--- src/rtl/slave_responder.sv ---
// slave_responder: slave-side endpoint of the req/ack bus.
// It takes one request at a time and serves it from a word-addressed register
// array after WAIT_CYCLES wait states. It answers with a one-cycle ack and
// registered read data. Addresses outside the array drop writes and read as zero.
module slave_responder #(
   parameter int N           = 32,
   parameter int DEPTH_BITS  = 4,
   parameter int WAIT_CYCLES = 2
) (
   input  logic         clk,
   input  logic         rst,
   input  logic         slave_req,
   input  logic [N-1:0] slave_addr,
   input  logic         slave_cmd,
   input  logic [N-1:0] slave_wdata,
   output logic         slave_ack,
   output logic [N-1:0] slave_rdata
);

   localparam int         DEPTH     = 2 ** DEPTH_BITS;
   localparam logic [7:0] WAIT_INIT = 8'(WAIT_CYCLES);

   typedef enum logic [1:0] {
      ST_IDLE = 2'd0,
      ST_WAIT = 2'd1,
      ST_ACK  = 2'd2
   } state_t;

   state_t          state_q, state_d;
   logic [7:0]      cnt_q, cnt_d;
   logic [N-1:0]    addr_q, addr_d;
   logic            cmd_q, cmd_d;
   logic [N-1:0]    wdata_q, wdata_d;
   logic            ack_q, ack_d;
   logic [N-1:0]    rdata_q, rdata_d;
   logic [N-1:0]    mem_q [DEPTH];

   logic                  enter_ack_s;
   logic [N-1:0]          c_addr_s;
   logic                  c_cmd_s;
   logic [N-1:0]          c_wdata_s;
   logic                  in_range_s;
   logic [DEPTH_BITS-1:0] idx_s;
   logic                  mem_we_s;
   logic                  unused_s;

   // Next-state logic: accept in IDLE, count wait states, then one ACK cycle.
   always_comb begin
      state_d     = state_q;
      cnt_d       = cnt_q;
      addr_d      = addr_q;
      cmd_d       = cmd_q;
      wdata_d     = wdata_q;
      enter_ack_s = 1'b0;
      case (state_q)
         ST_IDLE: begin
            if (slave_req) begin
               addr_d  = slave_addr;
               cmd_d   = slave_cmd;
               wdata_d = slave_wdata;
               if (WAIT_INIT == 8'd0) begin
                  state_d     = ST_ACK;
                  cnt_d       = 8'd0;
                  enter_ack_s = 1'b1;
               end else begin
                  state_d = ST_WAIT;
                  cnt_d   = WAIT_INIT;
               end
            end else begin
               state_d = ST_IDLE;
            end
         end
         ST_WAIT: begin
            // The "<=" also covers a zero count, so the FSM can never get stuck here.
            if (cnt_q <= 8'd1) begin
               state_d     = ST_ACK;
               cnt_d       = 8'd0;
               enter_ack_s = 1'b1;
            end else begin
               cnt_d = cnt_q - 8'd1;
            end
         end
         ST_ACK: begin
            state_d = ST_IDLE;
         end
         default: begin
            state_d = ST_IDLE;
            cnt_d   = 8'd0;
         end
      endcase
   end

   // Commit source: with zero wait states the commit happens at the accept edge,
   // so the live inputs are used; otherwise the latched transaction is used.
   always_comb begin
      if (state_q == ST_IDLE) begin
         c_addr_s  = slave_addr;
         c_cmd_s   = slave_cmd;
         c_wdata_s = slave_wdata;
      end else begin
         c_addr_s  = addr_q;
         c_cmd_s   = cmd_q;
         c_wdata_s = wdata_q;
      end
   end

   assign in_range_s = (c_addr_s[N-1:DEPTH_BITS+2] == '0);
   assign idx_s      = c_addr_s[DEPTH_BITS+1:2];
   assign mem_we_s   = enter_ack_s & c_cmd_s & in_range_s;
   // Byte-offset bits have no function; there are no byte enables.
   assign unused_s   = &{1'b0, c_addr_s[1:0]};

   // Output next-state: ack and read data are set only for the ACK cycle.
   always_comb begin
      ack_d   = 1'b0;
      rdata_d = '0;
      if (enter_ack_s) begin
         ack_d = 1'b1;
         if (!c_cmd_s && in_range_s) begin
            rdata_d = mem_q[idx_s];
         end else begin
            rdata_d = '0;
         end
      end else begin
         ack_d   = 1'b0;
         rdata_d = '0;
      end
   end

   // Control and output registers. Reset aborts any in-flight transaction.
   always_ff @(posedge clk or negedge rst) begin
      if (!rst) begin
         state_q <= ST_IDLE;
         cnt_q   <= 8'd0;
         addr_q  <= '0;
         cmd_q   <= 1'b0;
         wdata_q <= '0;
         ack_q   <= 1'b0;
         rdata_q <= '0;
      end else begin
         state_q <= state_d;
         cnt_q   <= cnt_d;
         addr_q  <= addr_d;
         cmd_q   <= cmd_d;
         wdata_q <= wdata_d;
         ack_q   <= ack_d;
         rdata_q <= rdata_d;
      end
   end

   // Register array: cleared on reset, written only at the edge entering ACK.
   always_ff @(posedge clk or negedge rst) begin
      if (!rst) begin
         for (int i = 0; i < DEPTH; i++) begin
            mem_q[i] <= '0;
         end
      end else if (mem_we_s) begin
         mem_q[idx_s] <= c_wdata_s;
      end
   end

   assign slave_ack   = ack_q;
   assign slave_rdata = rdata_q;

endmodule

--- config.mk ---
export PLATFORM = sky130hd
export DESIGN_NAME = slave_responder
export DESIGN_NICKNAME = d
export VERILOG_FILES = /design/src/rtl/slave_responder.sv
export SDC_FILE = /design/constraint.sdc
export NUM_CORES = 1
export LEC_CHECK = 0
export BUFFER_PORTS_ARGS = -buffer_cell sky130_fd_sc_hd__buf_2
export CAP_MARGIN = 15
export CORE_MARGIN = 4
export CORE_UTILIZATION = 60
export DETAILED_ROUTE_END_ITERATION = 8
export GPL_TIMING_DRIVEN = 1
export PLACE_DENSITY = 0.89
export SLEW_MARGIN = 10
export SYNTH_ARGS = -nofsm -noshare
export SYNTH_HDL_FRONTEND = slang
export SYNTH_SLANG_ARGS = --single-unit
--- constraint.sdc ---
create_clock -name clk -period 6.6 [get_ports clk]
set_clock_uncertainty 0.2 [all_clocks]
set_input_delay 0.99 -clock clk [delete_from_list [all_inputs] [get_ports clk]]
set_output_delay 0.99 -clock clk [all_outputs]
set_load 0.1 [all_outputs]
# ---- After elaboration in Yosys (flattened, before gate mapping)
# Cells that the tools add are included.
dict set report totals {
  ff_bits 620
  latchBits 0
  ramBits 0
  mem_bits_ro 0
  in_bits 68
  out_inout_bits 33
  word_cells 62
  memories 0
}
dict set report classes {
  add_sub_neg 1
  n_mul 0
  div_mod_pow 0
  magnitude_cmp 3
  n_eq_ne 4
  shifts 0
  muxes 20
  bitwise 4
  reduce_logical 7
}
# operator n
set op_table {}
lappend op_table {{512-bit bitwise mux} 1}
lappend op_table {{32-bit 2-to-1 mux} 7}
lappend op_table {{32-bit binary-select mux with 4-bit select} 1}
lappend op_table {{32-bit demux with 4-bit select} 1}
lappend op_table {{26-bit logical NOT} 1}
lappend op_table {{8-bit one-hot mux with 3 select lines} 1}
lappend op_table {{8-bit 2-to-1 mux} 2}
lappend op_table {{8-bit by 1-bit less-or-equal comparator with 1-bit output (second input constant)} 1}
lappend op_table {{8-bit by 1-bit subtractor with 8-bit output (second input constant)} 1}
lappend op_table {{5-bit >= comparator (second input constant)} 1}
lappend op_table {{5-bit by 1-bit less-than comparator with 1-bit output (second input constant)} 1}
lappend op_table {{1-bit 2-to-1 mux} 5}
lappend op_table {{4-bit inverter with 5-bit output} 1}
lappend op_table {{2-bit != test (second input constant)} 2}
lappend op_table {{2-bit one-hot mux with 2 select lines} 1}
lappend op_table {{2-bit AND reduction} 2}
lappend op_table {{1-bit bitwise AND} 2}
lappend op_table {{2-bit by 1-bit == test with 1-bit output (second input constant)} 1}
lappend op_table {{2-bit == test (second input constant)} 1}
lappend op_table {{1-bit logical AND} 2}
lappend op_table {{2-bit logical NOT} 1}
lappend op_table {{2-bit 2-to-1 mux} 1}
lappend op_table {{1-bit logical NOT} 1}
lappend op_table {{1-bit inverter} 1}

# ---- Logic depth before layout (Yosys ltp)
# Gate-level depths: netlist of the first run.
dict set report depth {
  depth_word 8
  ltp_mapped 10
  mapped_depth_nobuf 7
}

# ---- Worst setup path after synthesis of the first run
# OpenSTA, ideal clock, no wires.
dict set report synth_timing {
  path_kind {input port to flip-flop}
  start {input slave_addr[28]}
  end {register mem_q[117] (netlist name)}
  setup_ps 125
  arrival_time_ps 2560
  required_time_ps 6275
  path_slack_ps 3715
  stages 8
  path_buffers 2
  cell_sequence {nor4_1 -> nand3_1 -> o22ai_1 -> nand4_1 -> nor2b_1 -> buf_4 -> buf_6 -> mux2_2}
}
dict set report synth_via {
  elab_chain_cells 3
}
# element line_no
set synth_lines {}
lappend synth_lines {{from (decl)} 13} ;# input logic [N-1:0] slave_addr,
lappend synth_lines {{32-bit 2-to-1 mux} 96} ;# if (state_q == ST_IDLE) begin
lappend synth_lines {{26-bit logical NOT} 107} ;# assign in_range_s = (c_addr_s[N-1:DEPTH_BITS+2] == '0);
lappend synth_lines {{1-bit bitwise AND} 109} ;# assign mem_we_s = enter_ack_s & c_cmd_s & in_range_s;
lappend synth_lines {{to (signal, indexed assignment)} 158} ;# mem_q[idx_s] <= c_wdata_s;
lappend synth_lines {{to (decl)} 36} ;# logic [N-1:0] mem_q [DEPTH];
# Every way passes these cells.
# A chain may end at the register's enable or synchronous reset.

# ---- Worst setup path after layout of the first run
dict set report layout_timing {
  start {register state_q[1]}
  end {register mem_q[199] (netlist name)}
}
dict set report layout_via {
  elab_chain_cells 8
  elab_cells_between_ends 16
  classes_between {order compare (2); eq/ne (1); mux (7); bitwise (3); reduce/logical (3)}
}
# element line_no
set layout_lines {}
lappend layout_lines {{from (decl)} 29} ;# state_t state_q, state_d;
lappend layout_lines {{from (signal assigned)} 141} ;# state_q <= state_d;
lappend layout_lines {{2-bit logical NOT} 96}
lappend layout_lines {{32-bit 2-to-1 mux} 96}
lappend layout_lines {{4-bit inverter with 5-bit output (not written as such)} 158}
lappend layout_lines {{5-bit >= comparator (not written as such) or 5-bit by 1-bit less-than comparator with 1-bit output (tied branches)} 158}
lappend layout_lines {{1-bit logical AND (not written as such)} 158}
lappend layout_lines {{32-bit 2-to-1 mux (not written as such)} 158}
lappend layout_lines {{32-bit demux with 4-bit select} 158}
lappend layout_lines {{512-bit bitwise mux} 158}
# Several ways; a longest one is shown, not always the timed one.

==> results.cfg, run 1 <==
[status]
run_status = finished clean

[clocking]
cts-buffers-inserted = 59
insertion_delay_ns = 0.62
clkTransAtPathRegs_ns = 0.06
cts_htree_levels = 2
cts_setup_buffers = 0
clockBufferDepth = 3
cts_hold_buf = 0
cts.sinks = 618
postCtsResizedCells = 0
cts_root_buf = clkbuf_16
cts_tree = built

[cells_and_area]
syn_to_final_growth_pct = 9.70
final_util_pct = 66.4
drive_above_1_share_pct = 32.4
final_nets = 2121

[worst_setup_path]
critPathLaunchType = flip-flop
worstSetupPathType = reg -> reg
cp.required_ns = 6.89
crit_path_end_kind = flip-flop
cp_data_arrival_time_ns = 5.36
worstPathMaxFanout = 22

[grt]
antenna_found_initial = 5
track_usage_pct = 28.9
grt_overflow = 0
grt_pass1_wl_mm = 109
grt_max_degree = 184
grt_pass1_vias = 19364

[power_and_ir_drop]
ir_worst_vdd_mv = 0.235
p_int_mw = 5.85
power_density_mw_per_mm2 = 251
p_total_mw = 7.36
power.leakage_nw = 14.5
swShare_pct = 20.6
power_frac_seq_pct = 51.5
p_sw_mw = 1.52
power_frac_comb_pct = 1.4
p_clk_share_pct = 47.1

[timing]
period_share_pct = 76.8
period_minus_slack_ns = 5.07
rsz0062_at_grt = false
slew_headroom_pct = 25.3
worst_slew_pin_slew_ns = 1.12
setup-violations-final = 0
tns_ns = 0
finalMaxSlewViolations = 0
hold_viol_final = 0
max_freq_mhz = 197

[die]
die_y_um = 219
rows = 77
start_util_pct = 60.5
design.core.area_sq_mm = 0.0441
io_pins = 101
die_w_um = 219
dieArea_sq_mm = 0.0479

[logic_synthesis]
syn_area_per_cell_sq_um = 13.1
synthMostInstantiatedCell = dfrtp_1
synth_edf_count = 0
yosysUniqueCellTypes = 35
synth_area_leaders = dfrtp_1 58%, mux2_2 18%, o22ai_1 6.0%
synth_top_cell_by_area = dfrtp_1
ys.flop_type = dfrtp_1
syn_area_sq_mm = 0.0267
synth_warnings = 0
syn_nets = 2112
yosys-top-cells-count = 618 x dfrtp_1, 431 x mux2_2, 258 x o22ai_1
seq_area_frac_synth_pct = 57.9
synth_top_area_share_pct = 57.9
synth_seq_cells = 618
async_flop_share_pct = 100
syn_inst = 2042

[job]
maxCapViolCount = 0

[drt]
via_per_inst = 6.65
num_vias = 17891
drtIter0Drc = 1724
wire_per_inst_um = 25.6
drtPass1Iterations = 6
wl_mm = 68.8
drc_errors = 0
postRouteAntennaNets = 0

[placed_design]
portBuffers = 98
gp_congestion = 0.781
dp_hpwl_mm = 37.8

[hold_path]
hold_path_class = in -> async
[critical path: stages, from the launching register on]
cell and delay [ns]:
dfrtp_1 0.63, or2_2 0.67, buf_4 0.46, nand3_1 0.12, o22ai_1 0.46, nand4_1 0.54
nor2b_4 1.02, buf_4 0.39, mux2_2 0.38
[kinds of logic after synthesis]
logic type,count (synthesis),synth area share [%]
xor+xnor,1,0.0328
buf+inv,195,4.36
fa+ha+maj,2,0.0937
simple gates,244,4.42
flops,618,57.9
mux,573,24.2
compound gates,409,8.97
[flip-flops by register name, summed over array words and instances (netlist names)]
register and cells:
slave_rdata 32, addr_q 30, cnt_q 8, cmd_q 1, state_q 2, slave_ack 1
mem_q 512, wdata_q 32
[metrics by stage]
step / instance area, sq um / setup slack [ns] / std cells / hold slack [ns]
after floorplan: 26700 / 3.72 / 2042 / 0.246
after global placement: 27300 / 1.85 / 2582 / 0.267
after detailed placement: 27300 / 1.72 / 2582 / 0.275
after CTS: 29300 / 1.61 / 2684 / 0.289
after global routing: 29300 / 1.42 / 2689 / 0.286
final: 29300 / 1.53 / 2689 / 0.216
[per-layer routing]
layer	GRT usage [%]	part of all wire (%)	up-vias
met4	14.5	4.9	0
met5	0	0	-
li1	-	-	7496
met2	48.7	50	889
met1	35.9	37	9245
met3	5.59	7.7	261
[area by class of cell]
| type | count | area, sq um |
|---|---|---|
| diodes | 5 | 12.5 |
| clock buffers | 86 | 1730 |
| clock inverters | 16 | 238 |
| fillers | 2961 | 14800 |
| inverters | 9 | 33.8 |
| multi-input cells | 1229 | 10300 |
| flip-flops and latches | 618 | 15500 |
| well taps | 592 | 741 |
| repair buffers | 134 | 796 |
[power groups by stage]
stage	sequential [mW]	clock, mW	combinational, mW
after floorplan	3.86	0	0.00221
after global placement	3.86	0	0.102
after detailed placement	3.86	0	0.107
after CTS	3.79	3.50	0.107
after global routing	3.79	3.66	0.120
final	3.79	3.47	0.104
[cells in the final DEF, fill, tap and decap left out, types with 5 or more instances in the layout]
cell type,count
clkinv_2,8
nand3b_1,5
nand2_1,108
diode_2,5
bufinv_16,6
nand3_1,8
o22ai_1,258
clkbuf_8,11
mux2_1,142
dfrtp_1,618
nor2_1,40
clkbuf_1,14
nor4_1,14
buf_2,97
inv_1,9
mux2_2,431
nand4_1,37
buf_4,34
nor2b_4,16
o21ai_0,138
clkbuf_16,61
[path summary, 6_finish.rpt]
path,slack (ns),depth (start not counted),endpoint,start
worst min register to register,0.29,1,mem_q[48]$_DFFE_PN0P_,mem_q[48]$_DFFE_PN0P_
worst max-delay path,1.53,8,mem_q[199]$_DFFE_PN0P_,state_q[1]$_DFFE_PN0P_
worst min-delay path,0.22,1,slave_rdata[6]$_DFF_PN0_,rst
min in group clk,0.29,1,mem_q[48]$_DFFE_PN0P_,mem_q[48]$_DFFE_PN0P_
max in group asynchronous,4.35,2,mem_q[472]$_DFFE_PN0P_,rst
worst max register to register,1.53,8,mem_q[199]$_DFFE_PN0P_,state_q[1]$_DFFE_PN0P_
Note: power is estimated with default switching activity, not from simulation.
==> run 2, diff against run 1 <==
--- a/config.mk
+++ b/config.mk
@@ -8,10 +8,10 @@
 export BUFFER_PORTS_ARGS = -buffer_cell sky130_fd_sc_hd__buf_2
 export CAP_MARGIN = 15
 export CORE_MARGIN = 4
-export CORE_UTILIZATION = 60
+export CORE_UTILIZATION = 56
 export DETAILED_ROUTE_END_ITERATION = 8
 export GPL_TIMING_DRIVEN = 1
-export PLACE_DENSITY = 0.89
+export PLACE_DENSITY = 0.87
 export SLEW_MARGIN = 10
 export SYNTH_ARGS = -nofsm -noshare
 export SYNTH_HDL_FRONTEND = slang
==> constraint.sdc (replaced) <==
create_clock -name clk -period 4.5 [get_ports clk]
set_clock_uncertainty 0.2 [all_clocks]
set_input_delay 0.675 -clock clk [delete_from_list [all_inputs] [get_ports clk]]
set_output_delay 0.675 -clock clk [all_outputs]
set_load 0.1 [all_outputs]
==> run 2 against run 1 <==
  * Non-clock buffer count up 16
  * Register-to-register slack worse by 0.71 ns
  * Worst setup slack worse by 0.71 ns
  * Sequential share of layout area down 0.43 points
  * Die area up 6.9%
  * Critical path type unchanged
  * Highest routed layer unchanged
==> results.cfg, run 2 (same netlist as run 1, synthesis figures left out) <==
[status]
run_status = finished clean

[cells_and_area]
seq_area_sq_mm = 0.0155
multiInputGateArea_sq_mm = 0.0103
final_nets = 2137
syn_to_final_growth_pct = 10.6
n_fill_cell = 3261
largest_reg_flops = 512
mostFrequentLayoutCells = 618 x dfrtp_1, 431 x mux2_2, 258 x o22ai_1
drive_above_1_share_pct = 33.3
final_common_cell = dfrtp_1
largest-register = mem_q

[grt]
grtUsageMet1_pct = 33.8
met3_usage_pct = 5.72
met2_usage_pct = 44.5
grt_max_degree = 129
grt_pass1_vias = 19327
busiest_layer = met2
track_usage_pct = 26.5
antenna_found_initial = 2
grt_pass1_wl_mm = 107
grt_overflow = 0

[timing]
finalMaxSlewViolations = 0
rsz0062_at_grt = false
period_share_pct = 81.9
period_minus_slack_ns = 3.69
hold_viol_final = 0
worst_slew_pin_slew_ns = 1.13
setup-violations-final = 0
tns_ns = 0
max_freq_mhz = 271
slew_headroom_pct = 25.0

[drt]
drtIter0Drc = 1696
drtPass1Iterations = 5
wl_mm = 67.5
wire_per_inst_um = 24.8
num_vias = 17892
postRouteAntennaNets = 0
drc_errors = 0
via_per_inst = 6.58

[clocking]
clkTransAtPathRegs_ns = 0.06
cts_htree_levels = 2
cts.sinks = 618
cts_tree = built
cts_setup_buffers = 0
cts_root_buf = clkbuf_16
postCtsResizedCells = 0
cts_hold_buf = 1
clockBufferDepth = 3
cts-buffers-inserted = 59
insertion_delay_ns = 0.62

[worst_setup_path]
critical_path_depth = 7
crit_path_end_kind = flip-flop
path_buf_inv = 2
cp_top_family = simple AND/OR/NAND/NOR gates
r2r_slack_ns = 0.81
worstPathMaxFanout = 41
crit_top_cell = buf_4
path_cells = or2_2 -> buf_4 -> nand3b_1 -> nand2_1 -> nor2b_4 -> buf_4 -> mux2_2
cpMaxStageDelayCell = nand2_1
r2r_cells = 7
critPathMaxStageDelay_ns = 0.70
cp_data_arrival_time_ns = 3.97
worstSetupPathType = reg -> reg
critPathLaunchType = flip-flop
cp.required_ns = 4.78

[die]
die_y_um = 226
start_util_pct = 57.0
design.core.area_sq_mm = 0.0469
dieArea_sq_mm = 0.0512
rows = 79
io_pins = 101
die_w_um = 226

[power_and_ir_drop]
p_total_mw = 10.7
power.leakage_nw = 14.7
p_sw_mw = 2.25
ir_worst_vdd_mv = 0.356
power_frac_seq_pct = 51.9
swShare_pct = 21.0
power_frac_comb_pct = 1.5
p_int_mw = 8.46
power_density_mw_per_mm2 = 363
p_clk_share_pct = 46.6

[placed_design]
portBuffers = 98
dp_hpwl_mm = 37.8
gp_congestion = 0.795

[job]
maxCapViolCount = 0

[hold_path]
hold_path_class = in -> reg
hold_depth = 2
-- run 2: cell count changes in the layout (fill, tap and decap cells not counted) --
cell           change
clkinvlp_4         +5
buf_12            +10
clkinv_4           +2
clkbuf_16          -2
inv_6              +1
clkinv_2           +4
diode_2            -3
buf_4              +5
clkbuf_1           -6
bufinv_16          -1
dlygate4sd3_1      +1
-- run 2: power by group through the flow --
stage                     logic [mW]  registers (mW)  clock network, mW
final                          0.161            5.56               5.00
after CTS                      0.166            5.56               5.05
after floorplan              0.00323            5.66                  0
after global routing           0.185            5.55               5.30
after detailed placement       0.166            5.66                  0
after global placement         0.157            5.66                  0
-- run 2: layout make-up --
cell class              instances  share of cell area, %
flip-flops and latches        618                   52.4
multi-input cells            1229                   34.8
clock buffers                  78                   5.62
repair buffers                150                   3.53
well taps                     607                   2.57
clock inverters                27                  0.988
inverters                       9                  0.114
diodes                          2                 0.0170
-- run 2: stage by stage --
step / instance area, sq um / hold slack (ns) / util [%] / instances / worst slack [ns]
after floorplan: 26700 / 0.179 / - / 2042 / 1.93
after global placement: 27600 / 0.267 / 58.8 / 2612 / 0.917
after detailed placement: 27600 / 0.275 / 58.8 / 2612 / 0.809
after CTS: 29500 / 0.0778 / 63.0 / 2718 / 0.887
after global routing: 29500 / 0.0938 / 63.0 / 2720 / 0.691
final: 29500 / 0.104 / 63.0 / 2720 / 0.815
-- run 2: routing by layer --
| layer | wire [um] | up-vias |
|---|---|---|
| met4 | 2890 | 0 |
| met3 | 5180 | 231 |
| met5 | 0 | - |
| met2 | 33400 | 822 |
| met1 | 26000 | 9300 |
| li1 | - | 7539 |
-- run 2: path summary, 6_finish.rpt --
kind | startpoint | to
worst min register to register | mem_q[27]$_DFFE_PN0P_ | mem_q[27]$_DFFE_PN0P_
min in group asynchronous | rst | slave_rdata[14]$_DFF_PN0_
worst max register to register | state_q[1]$_DFFE_PN0P_ | mem_q[164]$_DFFE_PN0P_
max in group asynchronous | rst | addr_q[13]$_DFFE_PN0P_
worst max-delay path | state_q[1]$_DFFE_PN0P_ | mem_q[164]$_DFFE_PN0P_
worst min-delay path | slave_addr[28] | addr_q[28]$_DFFE_PN0P_
==> run 3, diff against run 2 <==
--- a/config.mk
+++ b/config.mk
@@ -8,10 +8,10 @@
 export BUFFER_PORTS_ARGS = -buffer_cell sky130_fd_sc_hd__buf_2
 export CAP_MARGIN = 15
 export CORE_MARGIN = 4
-export CORE_UTILIZATION = 56
+export CORE_UTILIZATION = 60
 export DETAILED_ROUTE_END_ITERATION = 8
 export GPL_TIMING_DRIVEN = 1
-export PLACE_DENSITY = 0.87
+export PLACE_DENSITY = 0.89
 export SLEW_MARGIN = 10
 export SYNTH_ARGS = -nofsm -noshare
 export SYNTH_HDL_FRONTEND = slang
==> constraint.sdc (replaced) <==
create_clock -name clk -period 3.7 [get_ports clk]
set_clock_uncertainty 0.2 [all_clocks]
set_input_delay 0.555 -clock clk [delete_from_list [all_inputs] [get_ports clk]]
set_output_delay 0.555 -clock clk [all_outputs]
set_load 0.1 [all_outputs]
==> run 3 against run 2 <==
  * Non-clock buffer count rose by 71
  * Sequential cell count did not move
  * Sequential power grew 22%
  * Register-to-register slack worse by 0.63 ns
  * Critical path depth rose by 1
  * Cell area is 2.8% higher
  * Critical path type unchanged
  * Worst setup slack lost 0.63 ns
  * Combinational power increased by 56%
  * Via count up 5.4%
  * Hold slack worse by 0.089 ns
==> results.cfg, run 3 (same netlist as run 1, synthesis figures left out) <==
[status]
run_status = finished clean

[die]
dieArea_sq_mm = 0.0479
design.core.area_sq_mm = 0.0441
start_util_pct = 60.5
rows = 77
die_w_um = 219
die_y_um = 219
io_pins = 101

[job]
maxCapViolCount = 0

[worst_setup_path]
cp_data_arrival_time_ns = 3.85
crit_path_end_kind = flip-flop
worstSetupPathType = reg -> reg
worstPathMaxFanout = 128
critPathLaunchType = flip-flop
cp.required_ns = 4.04

[timing]
period_minus_slack_ns = 3.51
rsz0062_at_grt = false
tns_ns = 0
max_freq_mhz = 285
period_share_pct = 95.0
setup-violations-final = 0
slew_headroom_pct = 26.0
worst_slew_pin_slew_ns = 1.09
finalMaxSlewViolations = 0
hold_viol_final = 0

[drt]
num_vias = 18866
wire_per_inst_um = 27.3
drtIter0Drc = 1914
via_per_inst = 6.80
postRouteAntennaNets = 0
drc_errors = 0
wl_mm = 75.7
drtPass1Iterations = 6

[grt]
grt_overflow = 0
grt_pass1_vias = 20406
antenna_found_initial = 4
grt_pass1_wl_mm = 117
grt_max_degree = 129
track_usage_pct = 31.4

[power_and_ir_drop]
ir_worst_vdd_mv = 0.359
power.leakage_nw = 15.0
power_density_mw_per_mm2 = 431

[clocking]
clkTransAtPathRegs_ns = 0.06
cts_htree_levels = 2
cts-buffers-inserted = 58
cts_root_buf = clkbuf_16
cts.sinks = 618
cts_tree = built
insertion_delay_ns = 0.63
cts_setup_buffers = 0
clockBufferDepth = 3

[cells_and_area]
final_cells = 2776
syn_to_final_growth_pct = 13.7
drive_above_1_share_pct = 32.6
final_common_cell = dfrtp_1
final_nets = 2207
final_util_pct = 68.8
n_fill_cell = 2784
largest_reg_flops = 512
mostFrequentLayoutCells = 618 x dfrtp_1, 431 x mux2_2, 258 x o22ai_1
largest-register = mem_q

[placed_design]
portBuffers = 98
gp_congestion = 0.819
dp.cells = 2614
dp_hpwl_mm = 39.7

[hold_path]
hold_path_class = in -> reg
[run 3: cell count changes in the layout (fill, tap and decap cells not counted), sizes merged]
cell,before,now
dlygate4sd3,1,55
buf,149,166
clkbuf,78,91
clkinv,15,9
clkinvlp,5,0
bufinv,5,3
diode,2,4
inv,11,9
[run 3: final timing paths]
kind / start / to / slack [ns] / cells past startpoint
worst max-delay path: state_q[0]$_DFFE_PN0P_ / slave_rdata[1]$_DFF_PN0_ / 0.19 / 8
worst min-delay path: slave_wdata[3] / wdata_q[3]$_DFFE_PN0P_ / 0.02 / 2
worst max register to register: state_q[0]$_DFFE_PN0P_ / slave_rdata[1]$_DFF_PN0_ / 0.19 / 8
worst min register to register: mem_q[27]$_DFFE_PN0P_ / mem_q[27]$_DFFE_PN0P_ / 0.29 / 1
max in group asynchronous: rst / mem_q[376]$_DFFE_PN0P_ / 1.76 / 4
min in group asynchronous: rst / mem_q[167]$_DFFE_PN0P_ / 0.31 / 2
[run 3: routing by layer]
metal  up-vias  global-route usage (%)  wire length [um]
li1       7677                       -                 -
met1      9594                    38.4             27000
met5         -                       0                 0
met3       415                    7.09              6560
met2      1180                    51.7             37200
met4         0                    18.4              5010
[run 3: final cells by class]
class / count / area [sq um] / area share, %
antenna: 4 / 10.0 / 0.0330
clock buffer: 91 / 1790 / 5.89
clock inverter: 12 / 135 / 0.445
inverter: 9 / 33.8 / 0.111
multi-input combinational: 1229 / 10300 / 33.8
sequential: 618 / 15500 / 50.9
tap: 592 / 741 / 2.44
timing repair buffer: 221 / 1920 / 6.32
[run 3: metrics by stage]
stage               power (mW)  setup slack (ns)  cell area [sq um]  hold WS (ns)
finish                    13.1             0.187              30400        0.0153
global placement          7.08             0.538              27900         0.267
global route              13.4             0.132              30400       0.00768
detailed placement        7.09             0.444              27900         0.274
floorplan                 6.89              1.24              26700        0.0594
CTS                       13.1             0.373              30300      0.000489
[run 3: timing repair]
action	CTS	global route
hold endpoints to repair	121	0
resized for setup	0	0
setup endpoints to repair	0	0
hold buffers	55	0
[run 3: power breakdown]
group          total (mW)  leakage, nW  internal [mW]  switching [mW]
Clock                6.08        0.955           3.50            2.58
Sequential           6.76         8.60           6.76               0
Combinational       0.251         5.45         0.0829           0.168
Total                13.1         15.0           10.3            2.74
[run 3: critical path, stage by stage, from the launching register on]
cell and delay (ns):
dfrtp_1 0.55, or2_2 0.45, buf_4 0.24, a31oi_4 0.25
buf_12 0.40, o22ai_1 0.25, o21ai_0 0.33, nand4_1 0.26
nor2_1 0.18
